### src/rtl/vlog_fifo_pkg.sv
// Shared types and width helpers for the shifting FIFO.
// Latency: n/a (declarations only).
// Backpressure: n/a.
package vlog_fifo_pkg;

    // Shift applied to a word as it leaves the FIFO.
    typedef enum logic [1:0] {
        SH_PASS = 2'b00,
        SH_SLL  = 2'b01,
        SH_SRL  = 2'b10,
        SH_SRA  = 2'b11
    } shift_mode_t;

    // Pointer width: enough to address DEPTH entries, never less than 1 bit.
    function automatic int ptr_width(input int depth);
        return (depth > 1) ? $clog2(depth) : 1;
    endfunction

    // Occupancy width: must represent 0..DEPTH inclusive.
    function automatic int cnt_width(input int depth);
        return (depth > 0) ? $clog2(depth + 1) : 1;
    endfunction

    // Shift-amount width for a given word width (WIDTH >= 2 keeps this >= 1).
    function automatic int shamt_width(input int width);
        return (width > 1) ? $clog2(width) : 1;
    endfunction

endpackage

### src/rtl/vlog_shifter.sv
// Combinational shifter applied to the FIFO head word: pass, <<, >>, >>>.
// Latency: 0 cycles (purely combinational).
// Backpressure: none; result follows inputs.
//
// Ports:
//   data   - source word
//   mode   - shift selection
//   shamt  - shift distance; 0 passes the word unchanged
//   result - shifted word, same width as data, shifted-out bits dropped
module vlog_shifter
    import vlog_fifo_pkg::*;
#(
    parameter int WIDTH = 8
) (
    input  logic [WIDTH-1:0]                   data,
    input  shift_mode_t                        mode,
    input  logic [shamt_width(WIDTH)-1:0]      shamt,
    output logic [WIDTH-1:0]                   result
);

    always_comb begin
        result = data;
        case (mode)
            SH_PASS: result = data;
            SH_SLL:  result = data << shamt;
            SH_SRL:  result = data >> shamt;
            // Signed view of the source makes >>> replicate bit WIDTH-1.
            SH_SRA:  result = $unsigned($signed(data) >>> shamt);
            default: result = data;
        endcase
    end

endmodule

### src/rtl/vlog_shift_fifo.sv
// Synchronous FIFO whose registered output applies a per-pop shift to the head word.
// Latency: pop_data/pop_valid appear one cycle after an accepted pop.
// Backpressure: pushes rejected when full, pops rejected when empty; each rejection sets a sticky flag.
//
// Ports:
//   clk, rst_n       - clock (rising edge) and asynchronous active-low reset
//   clr              - synchronous flush, overrides push/pop and clears sticky flags
//   push, push_data  - write request and data
//   pop, mode, shamt - read request plus shift selection sampled with it
//   pop_valid        - one-cycle pulse per accepted pop; pop_data holds otherwise
//   count, full, empty, almost_full, almost_empty - occupancy and derived status
//   overflow, underflow - sticky rejected-push / rejected-pop indicators
module vlog_shift_fifo
    import vlog_fifo_pkg::*;
#(
    parameter int WIDTH      = 8,
    parameter int DEPTH      = 32,
    parameter int AFULL_LVL  = DEPTH - 2,
    parameter int AEMPTY_LVL = 2
) (
    input  logic                           clk,
    input  logic                           rst_n,
    input  logic                           clr,
    input  logic                           push,
    input  logic [WIDTH-1:0]               push_data,
    input  logic                           pop,
    input  logic [1:0]                     mode,
    input  logic [shamt_width(WIDTH)-1:0]  shamt,
    output logic                           pop_valid,
    output logic [WIDTH-1:0]               pop_data,
    output logic [cnt_width(DEPTH)-1:0]    count,
    output logic                           full,
    output logic                           empty,
    output logic                           almost_full,
    output logic                           almost_empty,
    output logic                           overflow,
    output logic                           underflow
);

    localparam int PW = ptr_width(DEPTH);
    localparam int CW = cnt_width(DEPTH);

    localparam logic [PW-1:0] LAST_PTR = PW'(DEPTH - 1);
    localparam logic [CW-1:0] DEPTH_C  = CW'(DEPTH);

    // Storage is deliberately left out of reset.
    logic [WIDTH-1:0] mem_q [DEPTH];

    logic [PW-1:0]    wr_ptr_q, wr_ptr_d;
    logic [PW-1:0]    rd_ptr_q, rd_ptr_d;
    logic [CW-1:0]    count_q, count_d;
    logic             pop_valid_q, pop_valid_d;
    logic [WIDTH-1:0] pop_data_q, pop_data_d;
    logic             overflow_q, overflow_d;
    logic             underflow_q, underflow_d;

    logic             push_ok;
    logic             pop_ok;
    logic             mem_we;
    logic [WIDTH-1:0] head_shifted;

    // Acceptance depends only on the pre-edge count, so a push into a full
    // FIFO is rejected even if a pop frees a slot in the same cycle, and a
    // pop from an empty FIFO is rejected even alongside a push.
    assign push_ok = push && (count_q != DEPTH_C);
    assign pop_ok  = pop  && (count_q != '0);
    assign mem_we  = push_ok && !clr;

    vlog_shifter #(
        .WIDTH (WIDTH)
    ) u_shifter (
        .data   (mem_q[rd_ptr_q]),
        .mode   (shift_mode_t'(mode)),
        .shamt  (shamt),
        .result (head_shifted)
    );

    always_comb begin
        wr_ptr_d    = wr_ptr_q;
        rd_ptr_d    = rd_ptr_q;
        count_d     = count_q;
        pop_valid_d = 1'b0;
        pop_data_d  = pop_data_q;
        overflow_d  = overflow_q;
        underflow_d = underflow_q;

        if (clr) begin
            wr_ptr_d    = '0;
            rd_ptr_d    = '0;
            count_d     = '0;
            pop_data_d  = '0;
            overflow_d  = 1'b0;
            underflow_d = 1'b0;
        end else begin
            if (push_ok) begin
                wr_ptr_d = (wr_ptr_q == LAST_PTR) ? '0 : wr_ptr_q + PW'(1);
            end
            if (pop_ok) begin
                rd_ptr_d    = (rd_ptr_q == LAST_PTR) ? '0 : rd_ptr_q + PW'(1);
                pop_valid_d = 1'b1;
                pop_data_d  = head_shifted;
            end

            case ({push_ok, pop_ok})
                2'b10:   count_d = count_q + CW'(1);
                2'b01:   count_d = count_q - CW'(1);
                default: count_d = count_q;
            endcase

            if (push && !push_ok) overflow_d  = 1'b1;
            if (pop  && !pop_ok)  underflow_d = 1'b1;
        end
    end

    always_ff @(posedge clk or negedge rst_n) begin
        if (!rst_n) begin
            wr_ptr_q    <= '0;
            rd_ptr_q    <= '0;
            count_q     <= '0;
            pop_valid_q <= 1'b0;
            pop_data_q  <= '0;
            overflow_q  <= 1'b0;
            underflow_q <= 1'b0;
        end else begin
            wr_ptr_q    <= wr_ptr_d;
            rd_ptr_q    <= rd_ptr_d;
            count_q     <= count_d;
            pop_valid_q <= pop_valid_d;
            pop_data_q  <= pop_data_d;
            overflow_q  <= overflow_d;
            underflow_q <= underflow_d;
        end
    end

    always_ff @(posedge clk) begin
        if (mem_we) begin
            mem_q[wr_ptr_q] <= push_data;
        end
    end

    assign pop_valid    = pop_valid_q;
    assign pop_data     = pop_data_q;
    assign count        = count_q;
    assign overflow     = overflow_q;
    assign underflow    = underflow_q;
    assign full         = (count_q == DEPTH_C);
    assign empty        = (count_q == '0);
    assign almost_full  = (int'(count_q) >= AFULL_LVL);
    assign almost_empty = (int'(count_q) <= AEMPTY_LVL);

endmodule

### config.mk
export PLATFORM = sky130hd
export DESIGN_NAME = vlog_shift_fifo
export DESIGN_NICKNAME = d
export VERILOG_FILES = /design/src/rtl/vlog_fifo_pkg.sv /design/src/rtl/vlog_shifter.sv /design/src/rtl/vlog_shift_fifo.sv
export SDC_FILE = /design/constraint.sdc
export NUM_CORES = 1
export LEC_CHECK = 0
export CORE_AREA = 4 4 210 212
export DETAILED_ROUTE_END_ITERATION = 6
export DIE_AREA = 0 0 214 216
export GPL_ROUTABILITY_DRIVEN = 0
export SLEW_MARGIN = 10
export SYNTH_ARGS = -nofsm -noshare
export SYNTH_HDL_FRONTEND = slang
export SYNTH_SLANG_ARGS = --single-unit
### constraint.sdc
create_clock -name clk -period 3.1 [get_ports clk]
set_input_delay 0.62 -clock clk [delete_from_list [all_inputs] [get_ports clk]]
set_output_delay 0.62 -clock clk [all_outputs]
set_load 0.02 [all_outputs]
==> results.toml, run 1 <==
[run_status]
status = "complete, no violations"

[yosys]
postSynth.asyncResetShare = 0.0954
ys_seq_area_frac = 0.669
synth-seq-cells = 283
synthFlopType = "edfxtp_1"
yosysUniqueCellTypes = 70
synth_warnings = 0
synthesis.area_um2 = 12500
syn_nets = 843
avgSynthCellArea_um2 = 15.4
synth_edf_count = 256
syn_inst = 813

[grt]
grtUsageTotal = 0.130
antenna_found_initial = 0
grt_max_degree = 34
grt_overflow_total = 0
first_global_vias = 7554
grt_pass1_wl_um = 47300

[clock_tree]
cts_made_buffers = 29
hold_buffers = 0
clk_latency_ns = 0.55
cts_resized = 0
root_buffer = "clkbuf_16"
clock-sinks = 283
cts_max_level = 1
cts_buffer_depth = 3
cts_setup_buffers = 0
clkTransAtPathRegs_ns = 0.07
tritoncts = "yes"

[sta]
tns_ns = 0
layout_setup_ws_ns = 0.188
finalSetupViolations = 0
fin_crit_sh = 0.939
final-hold-violation-count = 0
slew_headroom = 0.523
fmax_ghz = 0.343
rsz0062_at_grt = "no"
worst_pin_slew_ns = 0.710
whs_ns = 0.454
slew_violations = 0
period_needed_ns = 2.91
fin_skew_ns = 0.0128

[layout]
antenna_cells = 0
layout-drive-gt1-share = 0.199
final_core_utilization = 0.357
fin_area_um2 = 15000
finalNonFillerCells = 1489
final_common_cell = "edfxtp_1"
fin_nets = 958
syn_to_final_growth_pct = 19.7
final_cell_mix = "edfxtp_1, buf_4, mux2i_1"

[power]
power_mw = 10.5
leakage_nw = 4.90
power.density_nw_per_um2 = 703
ir_drop_v = 0.000430

[job]
max_cap_viol_count = 0

[die]
dieHeight_um = 216
dieWidth_um = 214
ios = 39
coreArea_um2 = 41900
fp.dieArea_um2 = 46200
initial_core_util = 0.298
rows = 75

[detailed_routing]
viasPerCell = 5.10
wl_per_cell_um = 20.6
drc_errors = 0
drt_iter0_drc = 696
vias = 7593
totalWireLength_um = 30600
ant_nets = 0
first_pass_iters = 6

[placement]
dp.cells = 1436
post_dp_cell_area_um2 = 14100
pre_cts_ws_ns = 0.183
port_buffers = 38
hpwl_um = 20400

[setup_path]
path_class = "reg2reg"
cp_max_fo = 11
required_ns = 3.51
crit_path_start_kind = "flop"
crit_path_end_kind = "flop"
reg2reg_slack_ns = 0.19
cp.arrival_ns = 3.32

[hold_path]
worstHoldPathType = "in2async"
-- synthesized netlist by cell type (4+ instances only) --
master,number,share of area
a211oi_1,5,0.0030
a21oi_1,34,0.014
a22oi_1,29,0.017
and3_1,5,0.0025
buf_2,9,0.0036
buf_4,8,0.0048
buf_6,5,0.0045
clkbuf_1,20,0.0060
dfrtp_1,27,0.054
edfxtp_1,256,0.61
ha_1,11,0.011
inv_1,8,0.0024
mux2_2,10,0.0090
mux2i_1,86,0.069
mux4_1,4,0.0084
mux4_2,29,0.052
nand2_1,32,0.0096
nand2b_1,10,0.0050
nand3_1,24,0.0096
nand4_1,4,0.0020
nor2_1,79,0.024
nor2b_1,4,0.0020
nor3_1,11,0.0044
o21ai_0,12,0.0048
o221ai_1,6,0.0042
o22ai_1,10,0.0050
xnor2_1,5,0.0035
-- critical path, stage by stage (launching register included) --
cell	delay [ns]
dfrtp_2	0.38
buf_4	0.25
mux4_1	0.62
mux2_2	0.33
a22oi_4	0.18
o211ai_2	0.13
mux4_2	0.48
o221ai_1	0.26
a311oi_1	0.13
-- cell type report --
| type | instances | area (um2) |
|---|---|---|
| Clock buffer | 37 | 756 |
| Clock inverter | 16 | 134 |
| Fill cell | 3945 | 27000 |
| Inverter | 10 | 37.5 |
| Multi-Input combinational cell | 472 | 3830 |
| Sequential cell | 283 | 8370 |
| Tap cell | 539 | 674 |
| Timing Repair Buffer | 132 | 1160 |
-- path summary, 6_finish.rpt --
kind,start,to,cells after the start
max,rd_ptr_q[0],pop_data[0],8
min in group clk,pop_data[6],pop_data[6],2
max reg2reg,rd_ptr_q[0],pop_data[0],8
max in group asynchronous,rst_n,rd_ptr_q[1],2
min reg2reg,pop_data[6],pop_data[6],2
min,rst_n,pop_data[2],2
-- flip-flops by register name, summed over array words and instances (netlist names) --
signal / cells
underflow: 1
wr_ptr_q: 5
overflow: 1
pop_valid: 1
pop_data: 8
rd_ptr_q: 5
mem_q: 256
count: 6
-- cell families after synthesis --
family	after synthesis	synth area share
DFF	283	0.669
and+or+nand+nor	188	0.0710
AOI/OAI and AO/OA	136	0.0773
muxes	130	0.140
buffers and inverters	58	0.0264
adders and majority gates	12	0.0126
xor gates and xnor gates	6	0.00420
-- metal layers --
metal  track usage  vias up  part of all wire
met4        0.0277        0             0.018
met1         0.187     3866              0.46
met2         0.205      244              0.46
li1              -     3447                 -
met3        0.0243       36             0.063
met5             0        -                 0
-- report_power, final --
group	switching (mW)	internal [mW]
Clock	1.41	1.89
Sequential	0.107	4.28
Combinational	1.58	1.25
Note: power is estimated with default switching activity, not from simulation.
==> run 2, diff against run 1 <==
--- a/config.mk
+++ b/config.mk
@@ -10,4 +10,5 @@
 export DIE_AREA = 0 0 214 216
 export GPL_ROUTABILITY_DRIVEN = 0
+export SKIP_LAST_GASP = 1
 export SLEW_MARGIN = 10
 export SYNTH_ARGS = -nofsm -noshare
==> constraint.sdc (replaced) <==
create_clock -name clk -period 3.1 [get_ports clk]
set_input_delay 0.62 -clock clk [delete_from_list [all_inputs] [get_ports clk]]
set_output_delay 0.62 -clock clk [all_outputs]
set_load 0.05 [all_outputs]
==> run 2 against run 1 <==
Against the previous run:
- the flow now finishes with violations (design-rule violations)
- combinational power increased by 9.5%
- first-iteration DRC count increased by 4.2%
- setup slack got worse by 0.058 ns
- hold slack improved by 0.011 ns
- final cell count decreased by 0.20%
- fmax decreased by 2.0%
- cell area increased by 0.64%
- clock power increased by 12%
- register-to-register slack got worse by 0.06 ns
- sequential share of layout area decreased by 0.32 points
- sequential cell count unchanged
- largest power group unchanged
- power increased by 6.3%
==> results.toml, run 2 (synthesized netlist as in run 1, its figures left out) <==
[run_status]
status = "finished, violations left"
violations = "design-rule violations"

[clock_tree]
clock-sinks = 283
tritoncts = "yes"
root_buffer = "clkbuf_16"
clkTransAtPathRegs_ns = 0.06
cts_made_buffers = 30
clk_latency_ns = 0.56
cts_buffer_depth = 3
hold_buffers = 0
cts_max_level = 1

[layout]
regMostFlops = "mem_q"
syn_to_final_growth_pct = 20.5
antenna_cells = 0
final_common_cell = "edfxtp_1"
largest_reg_flops = 256
layout-drive-gt1-share = 0.208
fin_nets = 953
nFillCells = 3937
final_core_utilization = 0.359
final_cell_mix = "edfxtp_1, mux2i_1, buf_4"

[detailed_routing]
drt_iter0_drc = 725
wl_per_cell_um = 20.5
first_pass_iters = 7
drc_errors = 3
viasPerCell = 5.10
ant_nets = 0
vias = 7581
totalWireLength_um = 30500

[die]
initial_core_util = 0.298
fp.dieArea_um2 = 46200
dieHeight_um = 216
coreArea_um2 = 41900
ios = 39
rows = 75
dieWidth_um = 214

[sta]
fin_skew_ns = 0.0228
rsz0062_at_grt = "no"
fin_crit_sh = 0.958
slew_violations = 0
worst_pin_slew_ns = 0.682
finalSetupViolations = 0
tns_ns = 0
slew_headroom = 0.542
fmax_ghz = 0.337
final-hold-violation-count = 0
period_needed_ns = 2.97

[setup_path]
path_class = "reg2reg"
crit_path_start_kind = "flop"
crit_path_end_kind = "flop"
cp.arrival_ns = 3.38
required_ns = 3.51
critical_path.startpoint = "rd_ptr_q[0]"
cp_max_fo = 16
timing.rr.start = "rd_ptr_q[0]"

[power]
power_mw = 11.2
leakage_nw = 4.93
ir_drop_v = 0.000456
power.density_nw_per_um2 = 743

[job]
max_cap_viol_count = 0

[grt]
grtUsageTotal = 0.129
antenna_found_initial = 0
first_global_vias = 7649
grt_pass1_wl_um = 46800
grt_max_degree = 33
grt_overflow_total = 0

[hold_path]
worstHoldPathType = "in2async"

[placement]
hpwl_um = 20300
port_buffers = 38
==> run 2: changes by cell type in the layout (fill, tap and decap cells not counted), sizes merged <==
| cell | delta |
|---|---|
| clkbuf | +7 |
| clkinv | -7 |
| buf | -6 |
| bufinv | +2 |
| clkinvlp | +2 |
| clkdlybuf4s50 | -1 |
| dlymetal6s2s | +1 |
| inv | -1 |
==> run 2: report_power, final <==
part	total (mW)	internal [mW]	switching, mW
sequential	4.39	4.28	0.108
combinational	3.10	1.26	1.84
clock	3.70	2.24	1.46
total	11.2	7.78	3.41
==> run 2: critical path, cell delays in order, from the launching register on <==
cell	delay, ns
dfrtp_2	0.39
buf_4	0.31
mux4_1	0.59
mux2_2	0.33
a22oi_4	0.16
o211ai_2	0.13
mux4_2	0.49
a311oi_1	0.31
a211oi_1	0.11
==> run 2: routing by layer <==
| metal | GRT usage | vias up | wire length, um |
|---|---|---|---|
| met5 | 0 | - | 0 |
| met4 | 0.0339 | 0 | 822 |
| met3 | 0.0293 | 48 | 2100 |
| met2 | 0.200 | 259 | 13800 |
| met1 | 0.183 | 3848 | 13700 |
| li1 | - | 3426 | - |
==> run 2: final cells by class <==
class	instances	area, um2	area share
clock buffer	44	853	0.0567
clock inverter	12	176	0.0117
inverter	10	37.5	0.00249
multi-input combinational	472	3850	0.256
sequential	283	8370	0.556
tap	539	674	0.0448
timing repair buffer	126	1090	0.0726
==> run 2: stage by stage <==
| stage | hold WS, ns | setup WS, ns | cell area [um2] | cells |
|---|---|---|---|---|
| 5_1_grt | 0.488 | 0.00973 | 15100 | 1486 |
| 2_1_floorplan | 0.324 | 0.0247 | 12500 | 813 |
| 3_3_place_gp | 0.471 | 0.200 | 14000 | 1430 |
| 6_report | 0.465 | 0.130 | 15100 | 1486 |
| 4_1_cts | 0.457 | 0.0682 | 15100 | 1486 |
| 3_5_place_dp | 0.483 | 0.123 | 14000 | 1430 |
==> run 2: path summary, 6_finish.rpt <==
path | end | slack [ns] | cells after the start
max in group asynchronous | rd_ptr_q[1] | 2.32 | 2
worst max-delay path | pop_data[4] | 0.13 | 8
min in group clk | pop_data[6] | 0.49 | 2
worst min-delay path | rd_ptr_q[2] | 0.46 | 2
worst max register to register | pop_data[4] | 0.13 | 8
worst min register to register | pop_data[6] | 0.49 | 2
==> run 2: repair_timing <==
action / in CTS / in global routing
buffers inserted: 0 / 0
endpoints found under the setup margin: 0 / 2
resized for setup: 0 / 2
